## src/rtl/ela_deinterlacer.sv

```systemverilog
// ela_deinterlacer: copies a frame from the input BRAM to the processing
// memory, then rewrites the odd rows with vertical-average or edge-based
// line-average (ELA) interpolation taken from the original input frame.
// A write is registered in COPY/WRITE and appears on the outputs one cycle later.
module ela_deinterlacer #(
  parameter int DATA_WIDTH  = 12,
  parameter int ADDR_WIDTH  = 19,
  parameter int IMG_W       = 400,
  parameter int IMG_H       = 300,
  parameter int INIT_CYCLES = 1024
) (
  input  logic                  clk_p,
  input  logic                  rst,
  input  logic                  start,
  input  logic [1:0]            cmd,
  output logic [ADDR_WIDTH-1:0] w_addr,
  input  logic [DATA_WIDTH-1:0] data_in,
  output logic [ADDR_WIDTH-1:0] o_addr,
  output logic [DATA_WIDTH-1:0] data_out,
  output logic                  output_valid,
  output logic                  ready,
  output logic                  busy,
  output logic                  done
);

  localparam int ICW = $clog2(INIT_CYCLES + 1);
  localparam int RW  = $clog2(IMG_H + 2);
  localparam int CW  = $clog2(IMG_W);
  localparam logic [ADDR_WIDTH-1:0] LAST_ADDR = ADDR_WIDTH'(IMG_W * IMG_H - 1);
  localparam logic [ADDR_WIDTH-1:0] W_A       = ADDR_WIDTH'(IMG_W);
  localparam logic [ADDR_WIDTH-1:0] ONE_A     = ADDR_WIDTH'(1);
  localparam logic [CW-1:0]         LAST_COL  = CW'(IMG_W - 1);

  localparam logic [2:0] S_IDLE  = 3'd0;
  localparam logic [2:0] S_COPY  = 3'd1;
  localparam logic [2:0] S_NEXT  = 3'd2;
  localparam logic [2:0] S_FETCH = 3'd3;
  localparam logic [2:0] S_WRITE = 3'd4;
  localparam logic [2:0] S_DONE  = 3'd5;

  logic [2:0]            r_state;
  logic [ICW-1:0]        r_initCnt;
  logic [1:0]            r_mode;
  logic                  r_issue;
  logic                  r_v1;
  logic [ADDR_WIDTH-1:0] r_a1;
  logic [RW-1:0]         r_row;
  logic [CW-1:0]         r_col;
  logic [ADDR_WIDTH-1:0] r_loc;
  logic                  r_isEla;
  logic [2:0]            r_cnt;
  logic [DATA_WIDTH-1:0] r_pix [0:5];

  logic                  w_accept;
  logic                  w_elaNow;
  logic                  w_lastRow;
  logic [2:0]            w_fetchLen;
  logic [ADDR_WIDTH-1:0] w_firstAddr;
  logic [ADDR_WIDTH-1:0] w_nextAddr;
  logic [DATA_WIDTH-1:0] w_dL, w_dV, w_dR;
  logic [DATA_WIDTH-1:0] w_selA, w_selB;
  logic [DATA_WIDTH-1:0] w_result;

  // Neighbour address for read slot idx; ELA order is L-W-1, L+W+1, L-W, L+W, L-W+1, L+W-1
  function automatic logic [ADDR_WIDTH-1:0] fetchAddr(input logic [ADDR_WIDTH-1:0] loc,
                                                      input logic ela,
                                                      input logic [2:0] idx);
    logic [ADDR_WIDTH-1:0] a;
    if (ela) begin
      case (idx)
        3'd0:    a = loc - W_A - ONE_A;
        3'd1:    a = loc + W_A + ONE_A;
        3'd2:    a = loc - W_A;
        3'd3:    a = loc + W_A;
        3'd4:    a = loc - W_A + ONE_A;
        default: a = loc + W_A - ONE_A;
      endcase
    end else begin
      a = (idx == 3'd0) ? loc - W_A : loc + W_A;
    end
    return a;
  endfunction

  function automatic logic [DATA_WIDTH-1:0] absDiff(input logic [DATA_WIDTH-1:0] a,
                                                    input logic [DATA_WIDTH-1:0] b);
    return (a >= b) ? a - b : b - a;
  endfunction

  assign w_accept    = start && ready && !busy && (r_state == S_IDLE);
  assign w_elaNow    = (r_mode == 2'd2) && (r_col != '0) && (r_col != LAST_COL);
  assign w_lastRow   = (int'(r_row) + 1 >= IMG_H);
  assign w_fetchLen  = r_isEla ? 3'd6 : 3'd2;
  assign w_firstAddr = fetchAddr(r_loc, w_elaNow, 3'd0);
  assign w_nextAddr  = fetchAddr(r_loc, r_isEla, r_cnt + 3'd1);
  assign w_dL        = absDiff(r_pix[0], r_pix[1]);
  assign w_dV        = absDiff(r_pix[2], r_pix[3]);
  assign w_dR        = absDiff(r_pix[4], r_pix[5]);
  assign w_result    = DATA_WIDTH'(({1'b0, w_selA} + {1'b0, w_selB}) >> 1);

  // Pick the pixel pair to average: vertical wins ties, then left, then right
  always_comb begin
    w_selA = r_pix[0];
    w_selB = r_pix[1];
    if (r_isEla) begin
      if ((w_dV <= w_dL) && (w_dV <= w_dR)) begin
        w_selA = r_pix[2];
        w_selB = r_pix[3];
      end else if (w_dL > w_dR) begin
        w_selA = r_pix[4];
        w_selB = r_pix[5];
      end
    end
  end

  // Power-up delay: ready goes high INIT_CYCLES cycles after reset and stays high
  always_ff @(posedge clk_p or posedge rst) begin
    if (rst) begin
      r_initCnt <= '0;
      ready     <= 1'b0;
    end else if (!ready) begin
      if (r_initCnt == ICW'(INIT_CYCLES - 1)) ready <= 1'b1;
      else                                    r_initCnt <= r_initCnt + 1'b1;
    end
  end

  // Frame sequencer: copy pass, then one NEXT/FETCH/WRITE round per interpolated pixel
  always_ff @(posedge clk_p or posedge rst) begin
    if (rst) begin
      r_state      <= S_IDLE;
      r_mode       <= 2'd0;
      r_issue      <= 1'b0;
      r_v1         <= 1'b0;
      r_a1         <= '0;
      r_row        <= '0;
      r_col        <= '0;
      r_loc        <= '0;
      r_isEla      <= 1'b0;
      r_cnt        <= '0;
      for (int i = 0; i < 6; i++) r_pix[i] <= '0;
      w_addr       <= '0;
      o_addr       <= '0;
      data_out     <= '0;
      output_valid <= 1'b0;
      busy         <= 1'b0;
      done         <= 1'b0;
    end else begin
      output_valid <= 1'b0;
      done         <= 1'b0;
      case (r_state)
        S_IDLE: begin
          if (w_accept) begin
            r_state <= S_COPY;
            busy    <= 1'b1;
            r_mode  <= (cmd == 2'd3) ? 2'd0 : cmd;
            w_addr  <= '0;
            r_issue <= 1'b1;
            r_v1    <= 1'b0;
            r_row   <= RW'(1);
            r_col   <= '0;
            r_loc   <= W_A;
          end
        end
        S_COPY: begin
          if (r_issue) begin
            if (w_addr == LAST_ADDR) r_issue <= 1'b0;
            else                     w_addr  <= w_addr + ONE_A;
          end
          r_v1 <= r_issue;
          r_a1 <= w_addr;
          if (r_v1) begin
            output_valid <= 1'b1;
            o_addr       <= r_a1;
            data_out     <= data_in;
            if (r_a1 == LAST_ADDR) r_state <= S_NEXT;
          end
        end
        S_NEXT: begin
          if ((r_mode == 2'd0) || w_lastRow) begin
            r_state <= S_DONE;
            done    <= 1'b1;
            busy    <= 1'b0;
          end else begin
            w_addr  <= w_firstAddr;
            r_isEla <= w_elaNow;
            r_cnt   <= 3'd0;
            r_state <= S_FETCH;
          end
        end
        S_FETCH: begin
          if (r_cnt != 3'd0) r_pix[r_cnt - 3'd1] <= data_in;
          if (r_cnt == w_fetchLen) begin
            r_state <= S_WRITE;
          end else begin
            if ((r_cnt + 3'd1) < w_fetchLen) w_addr <= w_nextAddr;
            r_cnt <= r_cnt + 3'd1;
          end
        end
        S_WRITE: begin
          output_valid <= 1'b1;
          o_addr       <= r_loc;
          data_out     <= w_result;
          if (r_col == LAST_COL) begin
            r_col <= '0;
            r_row <= r_row + RW'(2);
            r_loc <= r_loc + W_A + ONE_A;
          end else begin
            r_col <= r_col + 1'b1;
            r_loc <= r_loc + ONE_A;
          end
          r_state <= S_NEXT;
        end
        S_DONE: begin
          r_state <= S_IDLE;
        end
        default: begin
          r_state <= S_IDLE;
        end
      endcase
    end
  end

endmodule
```

## config.mk

```make
export PLATFORM = sky130hd
export DESIGN_NAME = ela_deinterlacer
export DESIGN_NICKNAME = d
export VERILOG_FILES = /design/src/rtl/ela_deinterlacer.sv
export SDC_FILE = /design/constraint.sdc
export NUM_CORES = 1
export LEC_CHECK = 0
export CORE_UTILIZATION = 50
export CTS_CLUSTER_DIAMETER = 200
export CTS_CLUSTER_SIZE = 40
export DETAILED_ROUTE_END_ITERATION = 10
export GPL_ROUTABILITY_DRIVEN = 0
export PLACE_DENSITY = 0.67
export REMOVE_ABC_BUFFERS = 1
export SYNTH_ARGS = -nofsm -noshare
export SYNTH_HDL_FRONTEND = slang
export SYNTH_SLANG_ARGS = --single-unit
```

## constraint.sdc

```tcl
create_clock -name clk_p -period 7.6 [get_ports clk_p]
set_input_delay 2.28 -clock clk_p [delete_from_list [all_inputs] [get_ports clk_p]]
set_output_delay 2.28 -clock clk_p [all_outputs]
set_load 0.05 [all_outputs]
```

==> impl_metrics.ini, run 1 <==
[outcome]
status = finished, violations left
violations = max-capacitance violations, max-slew violations

[place]
placed_cells = 2661
hpwl_mm = 42.8
postPlaceCellArea_sq_mm = 0.0187
port_buffers = 70

[logic_synthesis]
synth_xor_area_share_pct = 7.89
async_flop_share_pct = 100
synth_area_sq_mm = 0.0176
netlist_top_cells_count = nand2_1 (273), dfrtp_1 (204), nor2_1 (190)
synth-seq-cells = 204
avgSynthCellArea_sq_um = 7.91
ys_types = 92
synth_enable_flop_cells = 0
synthTopCellsByArea = dfrtp_1 (29%), ha_1 (9.8%), nand2_1 (5.8%), xnor2_1 (5.8%), o21ai_0 (5.1%)
yosysSeqAreaShare_pct = 28.9
synth_flop_cell = dfrtp_1
synth_top_area_share_pct = 28.9
muxShareOfSynthArea_pct = 3.69
synth.most_common_cell = nand2_1
ys_warn_count = 0
yosys.area_share.simple_pct = 20.3
synth_top_family_by_area = compound AO/OA/AOI/OAI gates
synth_adder_area_share_pct = 10.6
synth_compound_area_share_pct = 22.8
yosys.area.top_type = dfrtp_1
synthCells = 2230

[min_path]
holdCritPathClass = flop to flop
hold_start = r_initCnt[9]$_DFFE_PP0P_
min_to = r_initCnt[9]$_DFFE_PP0P_
hold_depth = 1

[power]
vdd_ir_drop_max_uv = 135
static-leakage-power_uw = 0.00823
power_density_mw_per_mm2 = 104

[finish]
final_net_count = 2384
register_area_sq_mm = 0.00510
fillCellCount = 3326
drive_gt1_share_pct = 5.45
synthToLayoutAreaGrowth_pct = 7.91
insertedDiodeCount = 0
multiInputGateArea_sq_mm = 0.0116
final_cell_area_sq_mm = 0.0190
fin_util_pct = 55.0
stdcell_count = 2676

[global_routing]
grt_start_max_net_pins = 125
grt_pass1_wl_mm = 88.3
antenna_found_initial = 0
grt_pass1_vias = 16000
track_usage_pct = 30.9
grt-ovfl-total = 0

[detailed_routing]
drt-pass1-iter-count = 6
vias = 16800
remaining_drc_errors = 0
routed_wl_mm = 56.0
wl_per_cell_um = 20.9
initialDrtViolationCount = 1620
drtAntennaViolNets = 0
avgViaCountPerCell = 6.29

[critical_path]
crit_buf_inv = 3
crit_fanout = 8
slowest_stage = dfrtp_1
rr_startpoint = r_pix[60]$_DFFE_PP0P_
max_stage_delay_ns = 0.44
crit_required_ns = 7.99
r2r_setup_slack_ns = 0.49
start_kind = flop
critPathTopFamily = compound AO/OA/AOI/OAI gates
reg2reg_to = data_out[9]$_DFFE_PP0P_
worstSetupEndpointType = flop
r2r_cells = 31
crit_type = flop to flop
worstPathArrival_ns = 7.50

[cts]
cts_tree = yes
clock_latency_ns = 0.52
h-tree-depth = 1
cts.root.buffer_cell = clkbuf_16
cts.sinks = 204
cts_made_buffers = 9
path_clk_slew_ns = 0.15
clock_path_buffers = 3

[timing]
fmax_mhz = 141
fin_hold_ws_ns = 0.479
relSlewSlack_pct = -4.56
clock_skew_ns = 0.0870
maxSlewViolCount = 4
period_share_pct = 93.6
hold_viol_final = 0
setup_viol = 0
post-route-min-period_ns = 7.11
tightest_slew_ns = 1.53
setup_tns_ns = 0

[die]
die_h_um = 190
rows = 68
dieArea_sq_mm = 0.0360
die_w_um = 190
core-area_sq_mm = 0.0346
io_pins = 71
initial_utilization_pct = 51.0

[run]
drv_cap = 1
==> layout by cell type (no fill, tap or decap), types with 63 or more instances in the layout <==
cell	instances
nand2_1	271
o21ai_0	178
ha_1	138
o22ai_1	63
inv_1	141
dfrtp_1	204
a21oi_1	132
xnor2_1	116
nand3_1	69
clkdlybuf4s50_1	70
nor2_1	190
==> cell families after synthesis <==
group,Yosys count
and+or+nand+nor,765
xor gates and xnor gates,159
AOI/OAI and AO/OA,629
buffers and inverters,267
adders and majority gates,145
DFF,204
muxes,61
==> flip-flops by register name, summed over array words and instances (netlist names) <==
name / flops
w_addr: 19
r_mode: 2
r_row: 9
r_v1: 1
r_cnt: 3
r_issue: 1
r_a1: 19
busy: 1
ready: 1
r_isEla: 1
o_addr: 19
r_loc: 19
done: 1
r_initCnt: 11
r_state: 3
output_valid: 1
r_col: 9
r_pix: 72
data_out: 12
==> area by class of cell <==
type	count	share of cell area, %
Clock inverter	1	0.158
Multi-Input combinational cell	1759	60.9
Inverter	144	2.88
Timing Repair Buffer	104	5.04
Tap cell	455	2.99
Sequential cell	204	26.8
Clock buffer	9	1.18
==> through the flow <==
step                total power, uW  setup WS [ns]
global placement               1390          0.244
finish                         1980          0.487
CTS                            1990         0.0639
global route                   2060       -0.00134
detailed placement             1390          0.131
floorplan                      1300         -0.247
==> how the worst max path moves through the flow <==
stage	end	slack (ns)	cells past startpoint	from
detailed placement	data_out[9]$_DFFE_PP0P_	0.13	30	r_pix[12]$_DFFE_PP0P_
global route	data_out[9]$_DFFE_PP0P_	-0.001	31	r_pix[36]$_DFFE_PP0P_
floorplan	busy$_DFFE_PP0P_	-0.25	1	rst
finish	data_out[9]$_DFFE_PP0P_	0.49	31	r_pix[60]$_DFFE_PP0P_
CTS	data_out[9]$_DFFE_PP0P_	0.06	30	r_pix[12]$_DFFE_PP0P_
global placement	data_out[9]$_DFFE_PP0P_	0.24	30	r_pix[12]$_DFFE_PP0P_
==> timing repair <==
item	4_1_cts	5_1_grt
hold buffers	0	0
setup buffers	0	5
gates resized for setup	0	15
endpoints found under the setup margin	0	9
==> layer usage <==
layer  wire (um)  track usage (%)  up-vias
li1            -                -     7920
met1       22500             38.4     8060
met2       27400             54.0      694
met3        3480             2.88      146
met4        2620             14.0        0
met5           0                0        -
==> worst register-to-register path: cells and delay by family, from the launching register on <==
kind	cells	cell delay, ns
fa+ha+maj	4	1.27
simple gates	3	0.60
buf+inv	3	0.29
mux	2	0.37
compound gates	19	4.05
flops	1	0.44
==> power breakdown <==
group	switching (uW)	leakage [uW]	total, uW	internal, uW
registers	12.6	0.00232	1110	1100
clock network	374	0.000122	598	224
logic	170	0.00578	273	103
total	556	0.00823	1980	1420
(Power assumes the default switching activity.)
==> inputs of run 2 (changes only) <==
--- a/config.mk
+++ b/config.mk
@@ -5,6 +5,7 @@
 export SDC_FILE = /design/constraint.sdc
 export NUM_CORES = 1
 export LEC_CHECK = 0
+export ABC_AREA = 0
 export CORE_UTILIZATION = 50
 export CTS_CLUSTER_DIAMETER = 200
 export CTS_CLUSTER_SIZE = 40
==> constraint.sdc (replaced) <==
create_clock -name clk_p -period 7.6 [get_ports clk_p]
set_input_delay 1.14 -clock clk_p [delete_from_list [all_inputs] [get_ports clk_p]]
set_output_delay 1.14 -clock clk_p [all_outputs]
set_load 0.05 [all_outputs]
==> run 2 against run 1 <==
Net effect: the flow now finishes without violations; count of clock-buffer cells in the layout did not move; wire length rose by 0.72%; via count rose by 0.65%; clock power rose by 3%; clock skew fell by 0.031 ns; setup slack got worse by 0.042 ns; non-clock buffer count did not move; register-to-register slack got worse by 0.04 ns; sequential cell count did not move; cell count barely moved; cell area barely moved; combinational power barely moved; highest routed layer unchanged.
==> impl_metrics.ini, run 2 (synthesized netlist as in run 1, its figures left out) <==
[min_path]
holdCritPathClass = flop to flop
hold_start = r_initCnt[9]$_DFFE_PP0P_

[timing]
clock_skew_ns = 0.0562
tightest_slew_ns = 1.16
hold_viol_final = 0
relSlewSlack_pct = 22.0
period_share_pct = 94.1
fin_ws_ns = 0.446
maxSlewViolCount = 0
setup_viol = 0
fin_hold_ws_ns = 0.475
fmax_mhz = 140
post-route-min-period_ns = 7.15

[cts]
cts.root.buffer_cell = clkbuf_16
path_clk_slew_ns = 0.16
clock_path_buffers = 3
cts.sinks = 204
cts_tree = yes
h-tree-depth = 1
cts_made_buffers = 9
clock_latency_ns = 0.51

[critical_path]
crit_buf_inv = 3
max_stage_delay_ns = 0.70
worstSetupEndpointType = flop
crit_required_ns = 7.96
crit_type = flop to flop
crit_path_start = r_pix[12]$_DFFE_PP0P_
worstPathArrival_ns = 7.51
slowest_stage = o21ai_0
cp_common_cell = a21oi_1
critPathTopFamily = compound AO/OA/AOI/OAI gates
start_kind = flop
rr_startpoint = r_pix[12]$_DFFE_PP0P_
crit_fanout = 13

[finish]
fillCellCount = 3277
fin_util_pct = 55.0
largest_register = r_pix
insertedDiodeCount = 0
synthToLayoutAreaGrowth_pct = 7.88
layout_common_cells = nand2_1 (272), dfrtp_1 (204), nor2_1 (190)
stdcell_count = 2677
mostFrequentLayoutCell = nand2_1
largest_register_ffs = 72
drive_gt1_share_pct = 5.45
final_net_count = 2384
final_cell_area_sq_mm = 0.0190

[outcome]
status = finished clean

[global_routing]
grt_pass1_wl_mm = 89.1
antenna_found_initial = 0
track_usage_pct = 31.1
grt_pass1_vias = 16400
grt-ovfl-total = 0
grt_start_max_net_pins = 116

[power]
power_density_mw_per_mm2 = 105
vdd_ir_drop_max_uv = 141
static-leakage-power_uw = 0.00823

[die]
rows = 68
io_pins = 71
die_h_um = 190
core-area_sq_mm = 0.0346
dieArea_sq_mm = 0.0360
die_w_um = 190
initial_utilization_pct = 51.0

[place]
postPlaceCellArea_sq_mm = 0.0187
placed_cells = 2661
hpwl_mm = 43.0
dp_slack_ns = 0.216
port_buffers = 70

[detailed_routing]
remaining_drc_errors = 0
avgViaCountPerCell = 6.32
routed_wl_mm = 56.4
vias = 16900
drt-pass1-iter-count = 6
initialDrtViolationCount = 1471
wl_per_cell_um = 21.1
drtAntennaViolNets = 0

[run]
drv_cap = 0
## run 2: final cells by class
cell class / instances / area [sq um] / area share (%)
Multi-Input combinational cell: 1759 / 11600 / 60.9
Sequential cell: 204 / 5100 / 26.8
Timing Repair Buffer: 104 / 956 / 5.02
Tap cell: 455 / 569 / 2.99
Inverter: 144 / 548 / 2.88
Clock buffer: 9 / 225 / 1.18
Clock inverter: 2 / 38.8 / 0.204
## run 2: routing by layer
metal  GRT usage, %  vias to the layer above  routed length (um)
met5              0                        -                   0
met4           15.1                        0                2790
met3           2.91                      171                3400
met2           54.5                      694               27600
met1           38.0                     8156               22600
li1               -                     7908                   -
## run 2: worst paths after layout
| kind | endpoint | slack [ns] | cells past startpoint |
|---|---|---|---|
| setup reg to reg | data_out[8]$_DFFE_PP0P_ | 0.45 | 29 |
| min in group asynchronous | ready$_DFF_PP0_ | 1.19 | 2 |
| hold reg to reg | r_initCnt[9]$_DFFE_PP0P_ | 0.47 | 1 |
| max in group asynchronous | data_out[11]$_DFFE_PP0P_ | 5.21 | 3 |
| hold / removal | r_initCnt[9]$_DFFE_PP0P_ | 0.47 | 1 |
| setup / recovery | data_out[8]$_DFFE_PP0P_ | 0.45 | 29 |
## run 2: what timing repair did
action | in CTS | in global routing
gates resized for setup | 0 | 12
setup buffers | 0 | 5
setup endpoints to repair | 0 | 8
hold buffers | 0 | 0
## run 2: through the flow
step / setup TNS [ns] / total power, uW
after floorplan: -0.655 / 1300
after global placement: 0 / 1390
after detailed placement: 0 / 1390
after CTS: 0 / 2010
after global routing: -0.00941 / 2080
final: 0 / 2000
## run 2: where the power goes
| group | total [uW] | internal, uW | switching, uW |
|---|---|---|---|
| logic | 276 | 104 | 172 |
| clock network | 613 | 227 | 385 |
| registers | 1110 | 1100 | 12.4 |
==> inputs of run 3 (changes only) <==
--- a/config.mk
+++ b/config.mk
@@ -5,7 +5,7 @@
 export SDC_FILE = /design/constraint.sdc
 export NUM_CORES = 1
 export LEC_CHECK = 0
-export ABC_AREA = 0
+export ABC_AREA = 1
 export CORE_UTILIZATION = 50
 export CTS_CLUSTER_DIAMETER = 200
 export CTS_CLUSTER_SIZE = 40
==> run 3 against run 2 <==
Net effect: sequential power about the same; cell area hardly changed; highest routed layer unchanged; register-to-register slack gained 0.26 ns; core utilization fell by 0.088 points; setup slack better by 0.26 ns; combinational power fell by 85%.
==> impl_metrics.ini, run 3 <==
[outcome]
status = finished clean

[critical_path]
max_stage_delay_ns = 0.45
worstSetupEndpointType = flop
r2r_setup_slack_ns = 0.71
worstPathArrival_ns = 7.30
start_kind = flop
cp_common_cell = nand2_1
crit_type = flop to flop
crit_required_ns = 8.01
slowest_stage = nand2_1
crit_fanout = 26

[detailed_routing]
drt-pass1-iter-count = 6
remaining_drc_errors = 0
initialDrtViolationCount = 1604
vias = 17900
wl_per_cell_um = 19.1
drtAntennaViolNets = 0
avgViaCountPerCell = 5.90
routed_wl_mm = 57.9

[timing]
clock_skew_ns = 0.0763
fin_ws_ns = 0.708
hold_viol_final = 0
maxSlewViolCount = 0
fin_hold_ws_ns = 0.482
relSlewSlack_pct = 24.9
period_share_pct = 90.7
post-route-min-period_ns = 6.89
grt_setup_unrepaired = no
fmax_mhz = 145
setup_viol = 0
tightest_slew_ns = 1.12
setup_tns_ns = 0

[finish]
largest_register = r_pix
stdcell_count = 3027
layout_common_cells = nand2_1 (561), inv_1 (290), o21ai_0 (260)
mostFrequentLayoutCell = nand2_1
insertedDiodeCount = 0
fillCellCount = 3428
final_cell_area_sq_mm = 0.0191
multiInputGateArea_sq_mm = 0.0111
synthToLayoutAreaGrowth_pct = 7.60
drive_gt1_share_pct = 6.14
final_net_count = 2735
register_area_sq_mm = 0.00510
largest_register_ffs = 72

[logic_synthesis]
yosys.area.top_type = dfrtp_1
synth-seq-cells = 204
avgSynthCellArea_sq_um = 6.93
synthCells = 2554
yosysSeqAreaShare_pct = 28.8
async_flop_share_pct = 100
synth.most_common_cell = nand2_1
synth_area_sq_mm = 0.0177
synth_flop_cell = dfrtp_1
netlist_top_cells_count = nand2_1 (563), inv_1 (291), o21ai_0 (260)
synth_enable_flop_cells = 0
ys_warn_count = 0
synth_top_area_share_pct = 28.8
synthTopCellsByArea = dfrtp_1 (29%), nand2_1 (12%), ha_1 (9.8%), o21ai_0 (7.3%), inv_1 (6.2%)
ys_types = 59

[power]
vdd_ir_drop_max_uv = 125
static-leakage-power_uw = 0.00951
power_density_mw_per_mm2 = 90.6

[cts]
path_clk_slew_ns = 0.16
h-tree-depth = 1
clock_path_buffers = 3
postCtsHoldBufs = 0
clock_latency_ns = 0.51
cts_tree = yes
cts.sinks = 204
cts_made_buffers = 9
cts.root.buffer_cell = clkbuf_16

[die]
dieArea_sq_mm = 0.0362
die_h_um = 190
die_w_um = 190
initial_utilization_pct = 51.0
rows = 68
core-area_sq_mm = 0.0347
io_pins = 71

[run]
drv_cap = 0

[place]
port_buffers = 70
postPlaceCellArea_sq_mm = 0.0188
placed_cells = 3017
hpwl_mm = 44.4
dp_slack_ns = 0.685

[global_routing]
grt_start_max_net_pins = 144
grt_util_met3_pct = 2.99
antenna_found_initial = 0
track_usage_pct = 32.0
gr-usage-met1_pct = 39.9
grt_pass1_vias = 17100
grt-ovfl-total = 0
met2_usage_pct = 55.3
grt_pass1_wl_mm = 91.4
busiest_layer = met2

[min_path]
holdCritPathClass = flop to flop
## run 3: kinds of logic (layout without fill, tap and decap cells)
logic type | count (synthesis) | count (layout) | share of synthesized area, %
AOI/OAI and AO/OA | 611 | 611 | 19.4
adders and majority gates | 145 | 145 | 10.5
DFF | 204 | 204 | 28.8
muxes | 12 | 12 | 0.692
buffers and inverters | 407 | 425 | 8.90
and+or+nand+nor | 1091 | 1091 | 27.5
xor gates and xnor gates | 84 | 84 | 4.20
## run 3: final timing paths
kind / cells after the start / start / end
setup / recovery: 31 / r_pix[50]$_DFFE_PP0P_ / data_out[11]$_DFFE_PP0P_
hold / removal: 1 / r_initCnt[3]$_DFFE_PP0P_ / r_initCnt[3]$_DFFE_PP0P_
setup reg to reg: 31 / r_pix[50]$_DFFE_PP0P_ / data_out[11]$_DFFE_PP0P_
hold reg to reg: 1 / r_initCnt[3]$_DFFE_PP0P_ / r_initCnt[3]$_DFFE_PP0P_
max in group asynchronous: 3 / rst / r_a1[10]$_DFFE_PP0P_
min in group asynchronous: 2 / rst / r_initCnt[10]$_DFFE_PP0P_
## run 3: power breakdown
| part | internal (uW) | switching [uW] |
|---|---|---|
| logic | 8.35 | 32.1 |
| clock network | 224 | 376 |
| registers | 1090 | 0 |
| total | 1320 | 408 |
## run 3: cell type report
class	count	share of cell area, %
multi-input cells	1943	58.0
well taps	455	2.99
clock buffers	9	1.18
inverters	329	6.57
repair buffers	86	4.31
flip-flops and latches	204	26.8
clock inverters	1	0.158
## run 3: what timing repair did
item / CTS / global route
buffers inserted: 0 / 0
endpoints found under the setup margin: 0 / 2
resized for setup: 0 / 2
## run 3: stage by stage
step	util, %	power, uW
6_report	54.9	1730
5_1_grt	54.9	1770
4_1_cts	54.9	1740
3_5_place_dp	54.1	1150
3_3_place_gp	54.1	1150
2_1_floorplan	-	1120
## run 3: critical path: cells and delay by family, from the launching register on
kind,cells,cell delay [ns]
buffers and inverters,2,0.43
AND/OR/NAND/NOR,13,2.53
AO/OA/AOI/OAI,13,2.28
flip-flops,1,0.43
adder cells (fa/ha/maj),3,1.08
## run 3: per-layer routing
layer  vias to the layer above  wire, um
met5                         -         0
met4                         0      3090
met3                       160      3360
met2                       712     27500
met1                      8401     24000
li1                       8591         -
